`src/rtl/cpu_types_pkg.sv`:
```
// Shared types for the MIPS core pipeline: machine word, fetch FSM states and
// the fetch-queue entry carried from the icache toward IF/ID.
package cpu_types_pkg;

    typedef logic [31:0] word_t;

    typedef enum logic [1:0] {
        FETCH,
        STALL,
        HALTED
    } fetch_state_t;

    typedef struct packed {
        word_t instr;
        word_t pc;
        word_t npc;
    } fetch_entry_t;

    localparam word_t PC_STEP = 32'd4;

endpackage

```
`src/rtl/fetch_queue.sv`:
```
// Circular FIFO of fetched instructions between the icache and IF/ID.
// Pointers and count are reset; entry storage is data and is left unreset.
module fetch_queue
    import cpu_types_pkg::*;
#(
    parameter int DEPTH = 2
) (
    input  logic                     CLK,
    input  logic                     RST,
    input  logic                     push,
    input  logic                     pop,
    input  logic                     flush,
    input  fetch_entry_t             wdata,
    output fetch_entry_t             head,
    output logic [$clog2(DEPTH):0]   count,
    output logic                     full,
    output logic                     empty
);

    localparam int PTR_W = $clog2(DEPTH);
    localparam int CNT_W = PTR_W + 1;

    fetch_entry_t       mem [DEPTH];
    logic [PTR_W-1:0]   wr_ptr;
    logic [PTR_W-1:0]   rd_ptr;
    logic               do_push;
    logic               do_pop;

    assign full    = (count == CNT_W'(DEPTH));
    assign empty   = (count == '0);
    assign do_push = push && !full && !flush;
    assign do_pop  = pop && !empty && !flush;
    assign head    = mem[rd_ptr];

    always_ff @(posedge CLK or posedge RST) begin
        if (RST) begin
            wr_ptr <= '0;
            rd_ptr <= '0;
            count  <= '0;
        end else if (flush) begin
            wr_ptr <= '0;
            rd_ptr <= '0;
            count  <= '0;
        end else begin
            if (do_push) wr_ptr <= wr_ptr + 1'b1;
            if (do_pop)  rd_ptr <= rd_ptr + 1'b1;
            case ({do_push, do_pop})
                2'b10:   count <= count + 1'b1;
                2'b01:   count <= count - 1'b1;
                default: count <= count;
            endcase
        end
    end

    always_ff @(posedge CLK) begin
        if (do_push) mem[wr_ptr] <= wdata;
    end

endmodule

```
`src/rtl/fetch_unit.sv`:
```
// Instruction-fetch stage: owns the PC, gates icache requests, buffers fetched
// words and presents {instruction, pc, npc} to IF/ID; handles redirect and halt.
module fetch_unit
    import cpu_types_pkg::*;
#(
    parameter word_t RESET_PC = 32'h0000_0000,
    parameter int    DEPTH    = 2
) (
    input  logic  CLK,
    input  logic  RST,
    input  logic  ihit,
    input  word_t imemload,
    output logic  imemREN,
    output word_t imemaddr,
    input  logic  freeze,
    input  logic  redirect,
    input  word_t redirect_pc,
    input  logic  halt,
    output logic  valid_out,
    output word_t instruction_out,
    output word_t pc_out,
    output word_t npc_out,
    output logic  halted
);

    localparam int CNT_W = $clog2(DEPTH) + 1;

    fetch_state_t     state, state_next;
    word_t            pc;
    logic             push;
    logic             pop;
    logic [CNT_W-1:0] q_count;
    logic             q_full;
    logic             q_empty;
    fetch_entry_t     q_head;
    fetch_entry_t     q_wdata;

    assign imemaddr = pc;
    assign imemREN  = !RST && (state == FETCH) && !q_full && !redirect && !halt;
    assign push     = imemREN && ihit;
    assign pop      = valid_out && !freeze;
    assign q_wdata  = '{instr: imemload, pc: pc, npc: pc + PC_STEP};

    fetch_queue #(.DEPTH(DEPTH)) u_queue (
        .CLK   (CLK),
        .RST   (RST),
        .push  (push),
        .pop   (pop),
        .flush (redirect),
        .wdata (q_wdata),
        .head  (q_head),
        .count (q_count),
        .full  (q_full),
        .empty (q_empty)
    );

    assign valid_out       = !q_empty;
    assign instruction_out = valid_out ? q_head.instr : '0;
    assign pc_out          = valid_out ? q_head.pc    : '0;
    assign npc_out         = valid_out ? q_head.npc   : '0;
    assign halted          = (state == HALTED);

    always_ff @(posedge CLK or posedge RST) begin
        if (RST) begin
            state <= FETCH;
            pc    <= RESET_PC;
        end else begin
            state <= state_next;
            if (redirect)  pc <= redirect_pc & ~word_t'(3);
            else if (push) pc <= pc + PC_STEP;
        end
    end

    // STALL is left as soon as a slot frees so the next cycle can fetch again
    always_comb begin
        state_next = state;
        if (halt) begin
            state_next = HALTED;
        end else begin
            case (state)
                FETCH:   if (!redirect && push && !pop && q_count == CNT_W'(DEPTH - 1))
                             state_next = STALL;
                STALL:   if (redirect || pop || !q_full)
                             state_next = FETCH;
                HALTED:  state_next = HALTED;
                default: state_next = FETCH;
            endcase
        end
    end

endmodule

```
`config.mk`:
```
export PLATFORM = sky130hd
export DESIGN_NAME = fetch_unit
export DESIGN_NICKNAME = d
export VERILOG_FILES = /design/src/rtl/cpu_types_pkg.sv /design/src/rtl/fetch_queue.sv /design/src/rtl/fetch_unit.sv
export SDC_FILE = /design/constraint.sdc
export NUM_CORES = 1
export LEC_CHECK = 0
export ABC_CLOCK_PERIOD_IN_PS = 10100
export CAP_MARGIN = 20
export CORE_ASPECT_RATIO = 0.8
export CORE_UTILIZATION = 47
export DETAILED_ROUTE_END_ITERATION = 7
export PLACE_DENSITY = 0.74
export SYNTH_ARGS = -nofsm -noshare
export SYNTH_HDL_FRONTEND = slang
export SYNTH_HIERARCHICAL = 1
export SYNTH_SLANG_ARGS = --single-unit
```
`constraint.sdc`:
```
create_clock -name CLK -period 10.1 [get_ports CLK]
set_clock_uncertainty 0.05 [all_clocks]
set_input_delay 1.01 -clock CLK [delete_from_list [all_inputs] [get_ports CLK]]
set_output_delay 1.01 -clock CLK [all_outputs]
set_load 0.02 [all_outputs]
```
Word level (Yosys, flattened, before mapping) --
Memories as Yosys holds them, arrays and structs flattened. Cells that the tools add are included. Widths: inputs -> output; s select.
Cells by class: $add $sub $neg 5, equal/unequal tests 8, muxes and demuxes 17, reduce and logical (&&, ||, !) cells 29
Operators by type and width (number):
- $mux 32 | 5
- $add 32x3->32 const B | 1
- $logic_and 1x1->1 | 13
- $mux 2 | 4
- $logic_not 1->1 | 7
- $eq 2x1->1 const B | 3
- $eq 2x2->1 const B | 3
- $mux 1 | 6
- $pmux 2 s3 | 1
- $reduce_bool 2->1 | 3
- $logic_not 2->1 | 2
- $pmux 2 s2 | 1
- $ne 3x2->1 const B | 1
- $ne 3x3->1 const B | 1
- $reduce_bool 3->1 | 1
- $add 1x1->1 const B | 2
- $add 2x1->2 const B | 1
- $logic_or 1x1->1 | 2
- $reduce_and 2->1 | 1
- $sub 2x1->2 const B | 1
Word-level totals: register bits 38, RAM bits 192, input bits 70, output and inout bits 131, logic and storage cells 65, memories 1
Memories:
- u_queue.mem | depth 2, width 96, read ports 1, clocked after memory_dff 0, wr ports 1, RTL line fetch_queue.sv:23 | fetch_entry_t mem [DEPTH];

Depth between registers and ports, before layout --
depth in word-level cells 12, depth in mapped cells 9, depth with buffers taken out 8

Modules after synthesis --
The synthesis kept the hierarchy.
By module, submodules not included:
- fetch_queue | instances 1, cells each 326, area an instance 7163.1 µm², sequential area each 5865.6 µm²
- fetch_unit | instances 1, cells each 394, area an instance 3083.0 µm², sequential area each 800.8 µm²

Worst setup path after synthesis --
OpenSTA, ideal clock, no wires.
path type input to register, start point in redirect, end point mem u_queue/mem[1][0] (netlist bit), enable pin, library setup time 0.690 ns, arrival 9.286 ns, required time 9.360 ns, slack 0.074 ns, stages on the path 7, buffers on the path 2, cells stage by stage clkbuf_1 -> nor4_1 -> nand3_1 -> inv_2 -> buf_1 -> nand2_1 -> nor3b_1
On the way: word-level cells in the longest chain between the ends 8
RTL lines:
- from (decl) | RTL line fetch_unit.sv:16 | input logic redirect,
- $logic_not 1->1 | RTL line fetch_unit.sv:39 | assign imemREN = !RST && (state == FETCH) && !q_full && !redirect && !halt;
- $logic_and 1x1->1 (2 in series) | RTL line fetch_unit.sv:39
- $logic_and 1x1->1 | RTL line fetch_unit.sv:40 | assign push = imemREN && ihit;
- via push | RTL line fetch_unit.sv:30 | logic push;
- $logic_and 1x1->1 (2 in series) | RTL line fetch_queue.sv:31 | assign do_push = push && !full && !flush;
- $mux 1 | RTL line fetch_queue.sv:56 | if (do_push) mem[wr_ptr] <= wdata;
- $mux 1 (implied by the code) | RTL line fetch_queue.sv:56
- to (decl) | RTL line fetch_queue.sv:23
The timed path passes the listed nets, and every way through them passes these cells.

==> reports/summary.txt <==
Ratio of cells with drive above 1 in the final layout: 0.1712
Synth area leader: edfxtp_1
Final hold viol count: 0
CTS Root Cell: clkbuf_16
Total number of vias: 6,313
Final Instance Area: 13,000 µm²
First-pass detailed-route iteration total: 5
Share of the synthesized area in the top cell type: 0.5627
DRT iter0 DRCs: 424
RD Place Congestion: 0.7718
Fin worst setup slack: 5.713 ns
Die W: 167.1 µm
Post-synth EDFFs: 192
Netlist Area Pre-Place: 10,250 µm²
Detail Placement HPWL: 13.74 mm
Final worst-path cycle share: 0.4343
Synth Flop Type: edfxtp_1
CP top delay family: buffers and inverters
Internal: 1.589 mW
VDD IR max: 0.1081 mV
Worst-margin pin slew: 0.8757 ns
Drt total wl: 22.14 mm
CTS clk-pin slew, worst paths: 0.06 ns
Clk pwr share: 0.414
Effective utilization at floorplan: 0.4867
Setup TNS: 0 ns
Post-route ant nets: 0
Synth Instances: 720
Gr usage total: 0.1974
Post-CTS sizing: 0
H-tree levels: 1
DR vias/cell: 5.350
CP Data Required Time: 9.04 ns
CTS buffer count: 24
Buf/Inv on CP: 2
RSZ-0062 raised after global routing: no
Core Footprint: 21,050 µm²
# Post-CTS Setup Buffers: 0
Post-CTS Hold Fix Bufs: 0
Flop-to-flop setup slack: 6.67 ns
Initial antenna violation count: 1
Sw Ratio: 0.2090
Async SR Flop Fraction: 0.1579
DP Worst Slack: 5.755 ns
Critical-path maximum fanout: 49
Synthesis-to-layout area growth: 26.85%
Vias in the first global route: 6,189
Pwr dens: 154.6 nW/µm²
Die Area: 22,400 µm²
Clock Path Buffers: 3
First-pass GRT wire length: 34.47 mm
Ports: 201
Buffers added on ports: 196
Max-slew headroom: 0.4162
CTS tree: built
Worst-path cell chain: buf_4 > mux2_2 > nor2b_1 > clkdlybuf4s50_1
Lkg Pwr: 4.383 nW
Row cnt: 47
# diodes: 0
NetSw: 0.4199 mW
Residual DRC count: 0
Min Tclk post-route: 4.387 ns
Peak Freq: 228.0 MHz
Worst skew pair latency: 0.50 ns
Clock sinks: 228
Area after DPL: 12,250 µm²
Sequential share of power: 0.531
Avg Cell Area, Syn: 14.23 µm²
Fill cell count: 1,621
Register area share after synthesis: 0.6506
Die height: 134.1 µm
Slowest cell delay on critical path: 0.87 ns
Flops & latches, synth: 228
Worst Hold Class: reg2reg
Status: finished clean
Max-Cap Viols: 0
CP Capture Type: output pin
CP max stage cell: dfrtp_4
Distinct cell type count after synthesis: 50
Crit start category: flip-flop
WS Path Type: reg2out
Overflow after GRT: 0
Synth warnings: 6
Top post-synthesis cells by area: edfxtp_1 (56%), mux2_2 (11%), dfrtp_1 (8.8%), nor2b_1 (5.9%), buf_4 (2.3%)
Nets@finish: 964
Data arrival, critical path: 3.33 ns
Combinational Power Share: 0.055
Drt wl/cell: 18.77 µm
Final slew viol count: 0
Min Hold Slack: 0.4109 ns
Final setup fails: 0
Largest net degree at the start of global routing: 69
[layout make-up]
type | count | area (µm²) | area share
clock buffer | 35 | 683.2 | 0.05256
clock inverter | 9 | 65.06 | 0.005006
inverter | 12 | 45.04 | 0.003466
multi-input combinational | 422 | 3173 | 0.2441
sequential | 228 | 6670 | 0.5132
tap | 269 | 336.6 | 0.02590
timing repair buffer | 205 | 2024 | 0.1558
[path summary, 6_finish.rpt]
path                                        from                  to  depth (start not counted)
worst min-delay path                    state[1]            state[0]                          1
min in group asynchronous                    RST      u_queue/rd_ptr                          2
max in group asynchronous                    RST        imemaddr[12]                          3
worst max-delay path              u_queue/rd_ptr         npc_out[22]                          4
worst max register to register  u_queue/count[0]  u_queue/mem[1][34]                          9
worst min register to register          state[1]            state[0]                          1
[synth_stat cells, types with 9 or more instances]
cell / n
edfxtp_1: 192
nor2b_1: 97
mux2_2: 96
dfrtp_1: 36
buf_4: 32
nand2_1: 30
nand3_1: 22
clkbuf_1: 21
o21ai_0: 17
xnor2_1: 17
nor2_1: 15
xor2_1: 12
inv_1: 10
a21oi_1: 9
or3_1: 9
[sequential cells by signal (all words and copies together), names as in the netlist]
| signal | flops |
|---|---|
| imemaddr | 30 |
| state | 2 |
| u_queue/count | 2 |
| u_queue/mem | 192 |
| u_queue/rd_ptr | 1 |
| u_queue/wr_ptr | 1 |
[layer usage]
layer  vias to the layer above  global-route usage  wire [µm]
li1                       2952                   -          -
met1                      3087              0.2802      10180
met2                       242              0.3103       9874
met3                        30             0.04692       1785
met4                         2             0.04218        293
met5                         -                   0         11
[per-stage QoR]
| stage | std cells | power, mW | util |
|---|---|---|---|
| after detailed placement | 1136 | 1.196 | 0.5818 |
| after global routing | 1180 | 2.072 | 0.6174 |
| after global placement | 1136 | 1.192 | 0.5818 |
| after CTS | 1180 | 2.027 | 0.6174 |
| after floorplan | 729 | 1.143 | - |
| final | 1180 | 2.009 | 0.6174 |
[layout by cell type, fill, tap and decap left out, types with 10 or more instances in the layout]
| cell type | count |
|---|---|
| clkbuf_16 | 25 |
| mux2_2 | 96 |
| xnor2_1 | 17 |
| conb_1 | 10 |
| inv_1 | 10 |
| edfxtp_1 | 192 |
| o21ai_0 | 17 |
| nand2_1 | 30 |
| clkdlybuf4s50_1 | 195 |
| nand3_1 | 22 |
| nor2_1 | 14 |
| nor2b_1 | 97 |
| dfrtp_1 | 35 |
| xor2_1 | 12 |
[logic make-up (layout without fill, tap and decap cells)]
group / Yosys count / count (layout) / synth area share
mux: 98 / 98 / 0.1075
flops: 228 / 228 / 0.6506
xor+xnor: 29 / 29 / 0.02479
simple gates: 221 / 221 / 0.1287
other cells: 1 / 10 / 0.0003660
buf+inv: 79 / 261 / 0.04469
compound gates: 63 / 63 / 0.04213
fa+ha+maj: 1 / 1 / 0.001221
[power groups by stage]
stage / clock [mW] / sequential, mW / combinational [mW]
6_report: 0.832 / 1.07 / 0.110
5_1_grt: 0.883 / 1.07 / 0.119
4_1_cts: 0.850 / 1.07 / 0.111
3_5_place_dp: 0 / 1.09 / 0.111
3_3_place_gp: 0 / 1.08 / 0.107
2_1_floorplan: 0 / 1.07 / 0.0678
Power figures use the tool's default switching activity.
